### src/rtl/uart_apb_master.sv
// uart_apb_master: turns UART command frames into APB master transfers and
// returns a status byte (plus read data) as a UART byte stream.
//   Frames (LSB first): write = 57 addr d0 d1 d2 d3, read = 52 addr.
//   Responses: 4B ok (+4 data bytes on read), 45 slave error, 54 timeout,
//   3F unknown opcode.
// Ports:
//   clk_i, reset_i              clock, async active-high reset
//   rx_data_i/rx_valid_i        received byte strobe (no backpressure)
//   tx_data_o/tx_valid_o/tx_ready_i  response byte handshake
//   psel_o..pslverr_i           APB master interface (8-bit addr, 32-bit data)
//   busy_o                      high whenever the FSM is not idle
//   overrun_o                   same-cycle pulse when an rx byte is dropped
//   timeout_o                   one-cycle pulse when an APB access times out
module uart_apb_master #(
  parameter int unsigned TIMEOUT_CYCLES       = 256,
  parameter int unsigned FRAME_TIMEOUT_CYCLES = 0
) (
  input  logic        clk_i,
  input  logic        reset_i,
  input  logic [7:0]  rx_data_i,
  input  logic        rx_valid_i,
  output logic [7:0]  tx_data_o,
  output logic        tx_valid_o,
  input  logic        tx_ready_i,
  output logic        psel_o,
  output logic        penable_o,
  output logic        pwrite_o,
  output logic [7:0]  paddr_o,
  output logic [31:0] pwdata_o,
  input  logic [31:0] prdata_i,
  input  logic        pready_i,
  input  logic        pslverr_i,
  output logic        busy_o,
  output logic        overrun_o,
  output logic        timeout_o
);

  localparam int unsigned TO_W = (TIMEOUT_CYCLES > 1) ? $clog2(TIMEOUT_CYCLES) : 1;
  localparam int unsigned FT_W = (FRAME_TIMEOUT_CYCLES > 1) ? $clog2(FRAME_TIMEOUT_CYCLES) : 1;
  localparam int unsigned TO_LAST = TIMEOUT_CYCLES - 1;
  localparam int unsigned FT_LAST = (FRAME_TIMEOUT_CYCLES == 0) ? 0 : FRAME_TIMEOUT_CYCLES - 1;

  localparam logic [7:0] OP_WR   = 8'h57;
  localparam logic [7:0] OP_RD   = 8'h52;
  localparam logic [7:0] RSP_OK  = 8'h4B;
  localparam logic [7:0] RSP_ERR = 8'h45;
  localparam logic [7:0] RSP_TO  = 8'h54;
  localparam logic [7:0] RSP_UNK = 8'h3F;

  typedef enum logic [2:0] {
    IDLE, GET_ADDR, GET_DATA, APB_SETUP, APB_ACCESS, RESP
  } state_t;

  state_t      state_q, state_d;
  logic        pwrite_q, pwrite_d;
  logic [7:0]  paddr_q, paddr_d;
  logic [31:0] pwdata_q, pwdata_d;
  logic [1:0]  cnt_q, cnt_d;
  logic [TO_W-1:0] wait_q, wait_d;
  logic [FT_W-1:0] idle_q, idle_d;
  logic [39:0] resp_q, resp_d;     // response bytes, low byte is on tx_data_o
  logic [2:0]  left_q, left_d;     // response bytes still to transfer
  logic        tx_valid_q, tx_valid_d;
  logic        psel_q, psel_d;
  logic        penable_q, penable_d;
  logic        busy_q, busy_d;
  logic        timeout_q, timeout_d;
  logic        frame_expired;

  // State and datapath registers
  always_ff @(posedge clk_i or posedge reset_i) begin
    if (reset_i) begin
      state_q    <= IDLE;
      pwrite_q   <= 1'b0;
      paddr_q    <= '0;
      pwdata_q   <= '0;
      cnt_q      <= '0;
      wait_q     <= '0;
      idle_q     <= '0;
      resp_q     <= '0;
      left_q     <= '0;
      tx_valid_q <= 1'b0;
      psel_q     <= 1'b0;
      penable_q  <= 1'b0;
      busy_q     <= 1'b0;
      timeout_q  <= 1'b0;
    end else begin
      state_q    <= state_d;
      pwrite_q   <= pwrite_d;
      paddr_q    <= paddr_d;
      pwdata_q   <= pwdata_d;
      cnt_q      <= cnt_d;
      wait_q     <= wait_d;
      idle_q     <= idle_d;
      resp_q     <= resp_d;
      left_q     <= left_d;
      tx_valid_q <= tx_valid_d;
      psel_q     <= psel_d;
      penable_q  <= penable_d;
      busy_q     <= busy_d;
      timeout_q  <= timeout_d;
    end
  end

  // Next-state and next-output logic
  always_comb begin
    state_d    = state_q;
    pwrite_d   = pwrite_q;
    paddr_d    = paddr_q;
    pwdata_d   = pwdata_q;
    cnt_d      = cnt_q;
    wait_d     = wait_q;
    resp_d     = resp_q;
    left_d     = left_q;
    tx_valid_d = tx_valid_q;
    timeout_d  = 1'b0;

    // Inter-byte idle counter only runs while a frame is partially received
    if (FRAME_TIMEOUT_CYCLES == 0 || rx_valid_i ||
        !(state_q == GET_ADDR || state_q == GET_DATA))
      idle_d = '0;
    else
      idle_d = idle_q + FT_W'(1);
    frame_expired = (FRAME_TIMEOUT_CYCLES != 0) && !rx_valid_i &&
                    (idle_q == FT_W'(FT_LAST));

    case (state_q)
      IDLE: begin
        if (rx_valid_i) begin
          if (rx_data_i == OP_WR || rx_data_i == OP_RD) begin
            pwrite_d = (rx_data_i == OP_WR);
            state_d  = GET_ADDR;
          end else begin
            resp_d     = {32'h0, RSP_UNK};
            left_d     = 3'd1;
            tx_valid_d = 1'b1;
            state_d    = RESP;
          end
        end
      end
      GET_ADDR: begin
        if (frame_expired) begin
          state_d = IDLE;
        end else if (rx_valid_i) begin
          paddr_d = rx_data_i;
          cnt_d   = 2'd0;
          state_d = pwrite_q ? GET_DATA : APB_SETUP;
        end
      end
      GET_DATA: begin
        if (frame_expired) begin
          state_d = IDLE;
        end else if (rx_valid_i) begin
          pwdata_d[{cnt_q, 3'b000} +: 8] = rx_data_i;
          cnt_d = cnt_q + 2'd1;
          if (cnt_q == 2'd3) state_d = APB_SETUP;
        end
      end
      APB_SETUP: begin
        wait_d  = '0;
        state_d = APB_ACCESS;
      end
      APB_ACCESS: begin
        if (pready_i) begin
          tx_valid_d = 1'b1;
          state_d    = RESP;
          left_d     = 3'd1;
          if (pslverr_i) begin
            resp_d = {32'h0, RSP_ERR};
          end else if (pwrite_q) begin
            resp_d = {32'h0, RSP_OK};
          end else begin
            resp_d = {prdata_i, RSP_OK};
            left_d = 3'd5;
          end
        end else if (wait_q == TO_W'(TO_LAST)) begin
          resp_d     = {32'h0, RSP_TO};
          left_d     = 3'd1;
          tx_valid_d = 1'b1;
          timeout_d  = 1'b1;
          state_d    = RESP;
        end else begin
          wait_d = wait_q + TO_W'(1);
        end
      end
      RESP: begin
        if (tx_ready_i) begin
          if (left_q == 3'd1) begin
            tx_valid_d = 1'b0;
            state_d    = IDLE;
          end else begin
            resp_d = resp_q >> 8;
            left_d = left_q - 3'd1;
          end
        end
      end
      default: state_d = IDLE;
    endcase

    psel_d    = (state_d == APB_SETUP) || (state_d == APB_ACCESS);
    penable_d = (state_d == APB_ACCESS);
    busy_d    = (state_d != IDLE);
  end

  // Dropped bytes are flagged in the cycle they arrive
  assign overrun_o = rx_valid_i &&
                     (state_q == APB_SETUP || state_q == APB_ACCESS || state_q == RESP);

  assign tx_data_o  = resp_q[7:0];
  assign tx_valid_o = tx_valid_q;
  assign psel_o     = psel_q;
  assign penable_o  = penable_q;
  assign pwrite_o   = pwrite_q;
  assign paddr_o    = paddr_q;
  assign pwdata_o   = pwdata_q;
  assign busy_o     = busy_q;
  assign timeout_o  = timeout_q;

endmodule

### config.mk
export PLATFORM = sky130hd
export DESIGN_NAME = uart_apb_master
export DESIGN_NICKNAME = d
export VERILOG_FILES = /design/src/rtl/uart_apb_master.sv
export SDC_FILE = /design/constraint.sdc
export NUM_CORES = 1
export LEC_CHECK = 0
export CORE_MARGIN = 8
export CORE_UTILIZATION = 40
export DETAILED_ROUTE_END_ITERATION = 6
export HOLD_SLACK_MARGIN = 0.15
export PLACE_DENSITY = 0.68
export SLEW_MARGIN = 30
export SYNTH_ARGS = -nofsm -noshare
export SYNTH_HDL_FRONTEND = slang
export SYNTH_SLANG_ARGS = --single-unit
### constraint.sdc
create_clock -name clk_i -period 7.5 [get_ports clk_i]
set_input_delay 1.125 -clock clk_i [delete_from_list [all_inputs] [get_ports clk_i]]
set_output_delay 1.125 -clock clk_i [all_outputs]
set_load 0.005 [all_outputs]
# [Word level (Yosys, flattened, before mapping)]
# Cells that the tools add are included.
[classes] add_sub_neg=4 n_lt_le_gt_ge=0 reduce_logical=17 n_mux=46 shifts=2 eq_ne=22 mul=0 bitwise=0 div=0
[op_table] op="two-way mux 40 bit" n=8
[op_table] op="one-hot mux 40 bit (3 select lines)" n=1
[op_table] op="two-way mux 3 bit" n=17
[op_table] op="bitwise mux 32 bit" n=1
[op_table] op="variable shift 8 x 7 -> 32 bit (first input constant)" n=1
[op_table] op="indexed part select 8 x 7 -> 32 bit" n=1
[op_table] op="!= test 2 bit (second input constant)" n=9
[op_table] op="one-hot mux 3 bit (6 select lines)" n=1
[op_table] op="equality test 8 x 7 -> 1 bit (second input constant)" n=2
[op_table] op="two-way mux 8 bit" n=2
[op_table] op="one-hot mux 8 bit (2 select lines)" n=1
[op_table] op="AND reduction 6 bit" n=2
[op_table] op="two-way mux 1 bit" n=10
[op_table] op="equality test 3 x 2 -> 1 bit (second input constant)" n=3
[op_table] op="equality test 3 bit (second input constant)" n=3
[op_table] op="one-hot mux 3 bit (3 select lines)" n=1
[op_table] op="AND reduction 3 bit" n=3
[op_table] op="adder 8 x 1 -> 8 bit (second input constant)" n=1
[op_table] op="equality test 8 bit (second input constant)" n=1
[op_table] op="negation 5 -> 7 bit" n=1
[op_table] op="equality test 3 x 1 -> 1 bit (second input constant)" n=2
[op_table] op="nonzero test 3 bit" n=2
[op_table] op="logical OR 1 bit" n=4
[op_table] op="two-way mux 2 bit" n=2
[op_table] op="10 further kinds" n=12
[totals] latchBits=0 word_cells=104 ram_bits=0 inputBits=46 romBits=0 ff_bits=102 mem_count=0

# [Depth between registers and ports, before layout]
[logic_depth] word_depth=7 depth_mapped=7 depth_no_buf=6

# [Worst setup path before layout]
# Ideal clock, no wire load.
[synth_path] path_kind="input to register" from="input rx_data_i[2]" to="register resp_q[19]" cell_stages=6 path_buffers=2 slack_ns=4.725 t_arrival_ns=2.647 setup_time_ns=0.127 path_cell_list="buf_2 > xor2_1 > o41ai_4 > a2111oi_4 > buf_6 > mux2_1"
[synth_via] elab_chain_len=4
[synth_lines] element="from (decl)" line_no="20" rtl="input logic [7:0] rx_data_i,"
[synth_lines] element="equality test 8 x 7 -> 1 bit" line_no="130" rtl="if (rx_data_i == OP_WR || rx_data_i == OP_RD) begin"
[synth_lines] element="logical OR 1 bit (*)" line_no="130"
[synth_lines] element="!= test 2 bit (no line) (*)"
[synth_lines] element="AND reduction 6 bit (no line) (*)"
[synth_lines] element="to (signal assigned)" line_no="95" rtl="resp_q <= resp_d;"
[synth_lines] element="to (decl)" line_no="61" rtl="logic [39:0] resp_q, resp_d;"
# Mark *: on every way between the ends. The rest lies on a longest branch, timed or not.
# A chain may end at the register's enable or synchronous reset.

# [Final worst setup path]
[layout_path] from="register state_q[0]" to="output overrun_o"
[layout_via] elab_chain_len=4
[layout_lines] element="from (decl)" line_no="54" rtl="state_t state_q, state_d;"
[layout_lines] element="from (signal assigned)" line_no="88" rtl="state_q <= state_d;"
[layout_lines] element="equality test 3 x 2 -> 1 bit or equality test 3 bit (tied branches)" line_no="207" rtl="(state_q == APB_SETUP || state_q == APB_ACCESS || state_q == RESP);"
[layout_lines] element="logical OR 1 bit" line_no="207"
[layout_lines] element="logical OR 1 bit (*)" line_no="207"
[layout_lines] element="logical AND 1 bit (*)" line_no="206" rtl="assign overrun_o = rx_valid_i &&"
[layout_lines] element="to (decl)" line_no="34" rtl="output logic overrun_o,"
# Marks and branches as above.

==> results.cfg <==
[synthesis]
yosys.area.top_type = dfrtp_1
yosys_warnings = 0
synth-edff-count = 0
ys_seq_elements = 102
avgSynthCellArea_um2 = 10.6
synthCells = 456
yosys-top-cells-area = dfrtp_1 (53%), nand2_1 (7.1%), mux2_1 (6.5%)
post_synth_num_cell_types = 54
syn-cell-area_um2 = 4850
synth.yosys.seq_area_share = 0.526
synth_flop_cell = dfrtp_1
synth_top_area_share = 0.526
syn_nets = 511
synthArstFlopShare = 1.00

[route]
dr_total_vias = 3573
ant_nets = 0
via_per_inst = 5.20
wire_per_inst_um = 16.4
drt_iter0_markers = 241
totalWireLength_um = 11300
drc_errors = 0
drtPass1Iterations = 6

[layout]
syn2layout_area_growth_pct = 27.2
drive_gt1_frac = 0.0741
nNetsFinal = 591
nFillCells = 1074
final_common_cell = dfrtp_1
n_antenna_cell = 0
fin_area_um2 = 6170
stdcell_count = 687
final_cell_mix = dfrtp_1 (102), clkdlybuf4s50_1 (100), nand2_1 (92)

[global_route]
grt_max_degree = 61
antenna_found_initial = 0
grt.overflow.total = 0
grt_usage = 0.143
grt_pass1_vias = 3606
grt_pass1_wl_um = 18500

[hold_path]
hold-path-cell-count = 2
hp-class = reg2reg
worstHoldStart = pwdata_o[25]$_DFFE_PP0P_

[run]
maxCapViolCount = 0

[placement]
dp_hpwl_um = 7990
portBuffers = 100
dp.cells = 672
place_area_um2 = 5870
gp_congestion = 0.785

[setup_path]
cp.depth = 4
worst_path_max_delay_cell = dfrtp_1
worst-path-buf-inv = 1
worst-setup-path-type = reg2out
critPathLaunch = state_q[0]$_DFF_PP0_
cp.required_ns = 6.38
r2r_cells = 5
cp_slowest_stage_delay_ns = 0.88
r2r_start = state_q[0]$_DFF_PP0_
crit_chain = nand2_1, or2_2, a21boi_0, clkdlybuf4s50_1
path_delay_family = flip-flops
cp-end-kind = primary output
critPathArrivalTime_ns = 2.55
start_kind = flop
crit_fanout = 27

[sta]
setup_tns_ns = 0
finalClockSkew_ns = 0.00568
rsz0062_at_grt = false
fmax_ghz = 0.272
post-route-min-period_ns = 3.67
final_max_slew_viol_count = 0
tightest_slew_ns = 0.935
hold_viol = 0
fin_crit_sh = 0.490
relSlewSlack = 0.376
setup_viol = 0
whs_ns = 0.478

[cts]
hold_buffers = 0
clockBufferDepth = 2
root_buffer = clkbuf_16
cts.sinks = 102
cts_buffers = 9
cts_resized = 0
clk_pin_slew_worst_paths_ns = 0.06
post-cts-setup-buffer-count = 0
cts_tree = yes
htreeDepth = 3
clk_latency_ns = 0.34

[pwr]
power_leakage_uw = 0.00267
powerDensity_nw_per_um2 = 318
ir_drop_mv = 0.135
total_power_uw = 1960

[floorplan]
dieArea_um2 = 15900
core_area_um2 = 11900
start_util = 0.407
io_pins = 101
fp-row-count = 40
die_y_um = 126
die_w_um = 126

[run_status]
status = completed
-- area by class of cell --
class                      count  area [µm²]  area share
sequential                   102        2550       0.414
multi-input combinational    301        2050       0.332
timing repair buffer         103        1020       0.166
clock buffer                  11         243      0.0393
tap                          147         184      0.0298
inverter                      19        73.8      0.0120
clock inverter                 4        47.5     0.00770
-- final timing paths --
check,to,slack (ns)
min in group asynchronous,resp_q[38]$_DFFE_PP0P_,1.19
hold / removal,pwdata_o[25]$_DFFE_PP0P_,0.48
hold reg to reg,pwdata_o[25]$_DFFE_PP0P_,0.48
setup reg to reg,resp_q[4]$_DFFE_PP0P_,4.96
max in group asynchronous,wait_q[2]$_DFFE_PP0P_,5.17
setup / recovery,overrun_o,3.83
-- synth_stat cells (2+ instances only) --
master / n
a211oi_1: 2
a21o_1: 2
a21oi_1: 7
a22o_1: 23
a31oi_1: 2
and3_1: 3
and3b_1: 2
and4_1: 2
buf_1: 2
buf_2: 8
buf_4: 8
buf_6: 3
clkbuf_1: 12
dfrtp_1: 102
ha_1: 9
inv_1: 19
mux2_1: 28
mux2_2: 11
mux2i_1: 8
nand2_1: 92
nand2b_1: 3
nand3_1: 6
nand4_1: 2
nor2_1: 8
nor2b_1: 2
nor3_1: 4
nor3b_1: 6
o211ai_1: 4
o21ai_0: 44
o31ai_1: 3
or2_2: 3
or3_1: 3
xor2_1: 2
-- sequential cells by signal, indices dropped and copies added (netlist names) --
register    flops
resp_q         40
pwdata_o       32
paddr_o         8
wait_q          8
left_q          3
state_q         3
cnt_q           2
busy_o          1
penable_o       1
psel_o          1
pwrite_o        1
timeout_o       1
tx_valid_o      1
-- layer usage --
layer | GRT usage | share of wire
met2 | 0.233 | 0.48
met4 | 0.0495 | 0.014
met5 | 0 | 0
met1 | 0.178 | 0.44
met3 | 0.0409 | 0.060
-- where the power goes --
| group | total, µW | internal, µW | leakage [µW] | switching [µW] |
|---|---|---|---|---|
| clock | 462 | 265 | 0.000141 | 197 |
| combinational | 686 | 353 | 0.00118 | 333 |
| sequential | 815 | 692 | 0.00135 | 123 |
-- through the flow --
| step | setup slack [ns] | utilization |
|---|---|---|
| after CTS | 3.82 | 0.517 |
| final | 3.83 | 0.518 |
| after floorplan | 3.70 | - |
| after detailed placement | 3.83 | 0.493 |
| after global routing | 3.67 | 0.518 |
| after global placement | 3.87 | 0.493 |
-- logic make-up after synthesis --
family,synth area share
AO/OA/AOI/OAI,0.143
XOR/XNOR,0.00361
adder cells (fa/ha/maj),0.0232
buffers and inverters,0.0542
flip-flops,0.526
multiplexers,0.107
AND/OR/NAND/NOR,0.143
-- worst register-to-register path: stages (launching register included) --
cell	delay, ns
dfrtp_1	0.88
or2_2	0.27
o41ai_4	0.10
a2111oi_4	0.27
buf_4	0.51
mux2_1	0.40
Power figures use the tool's default switching activity.
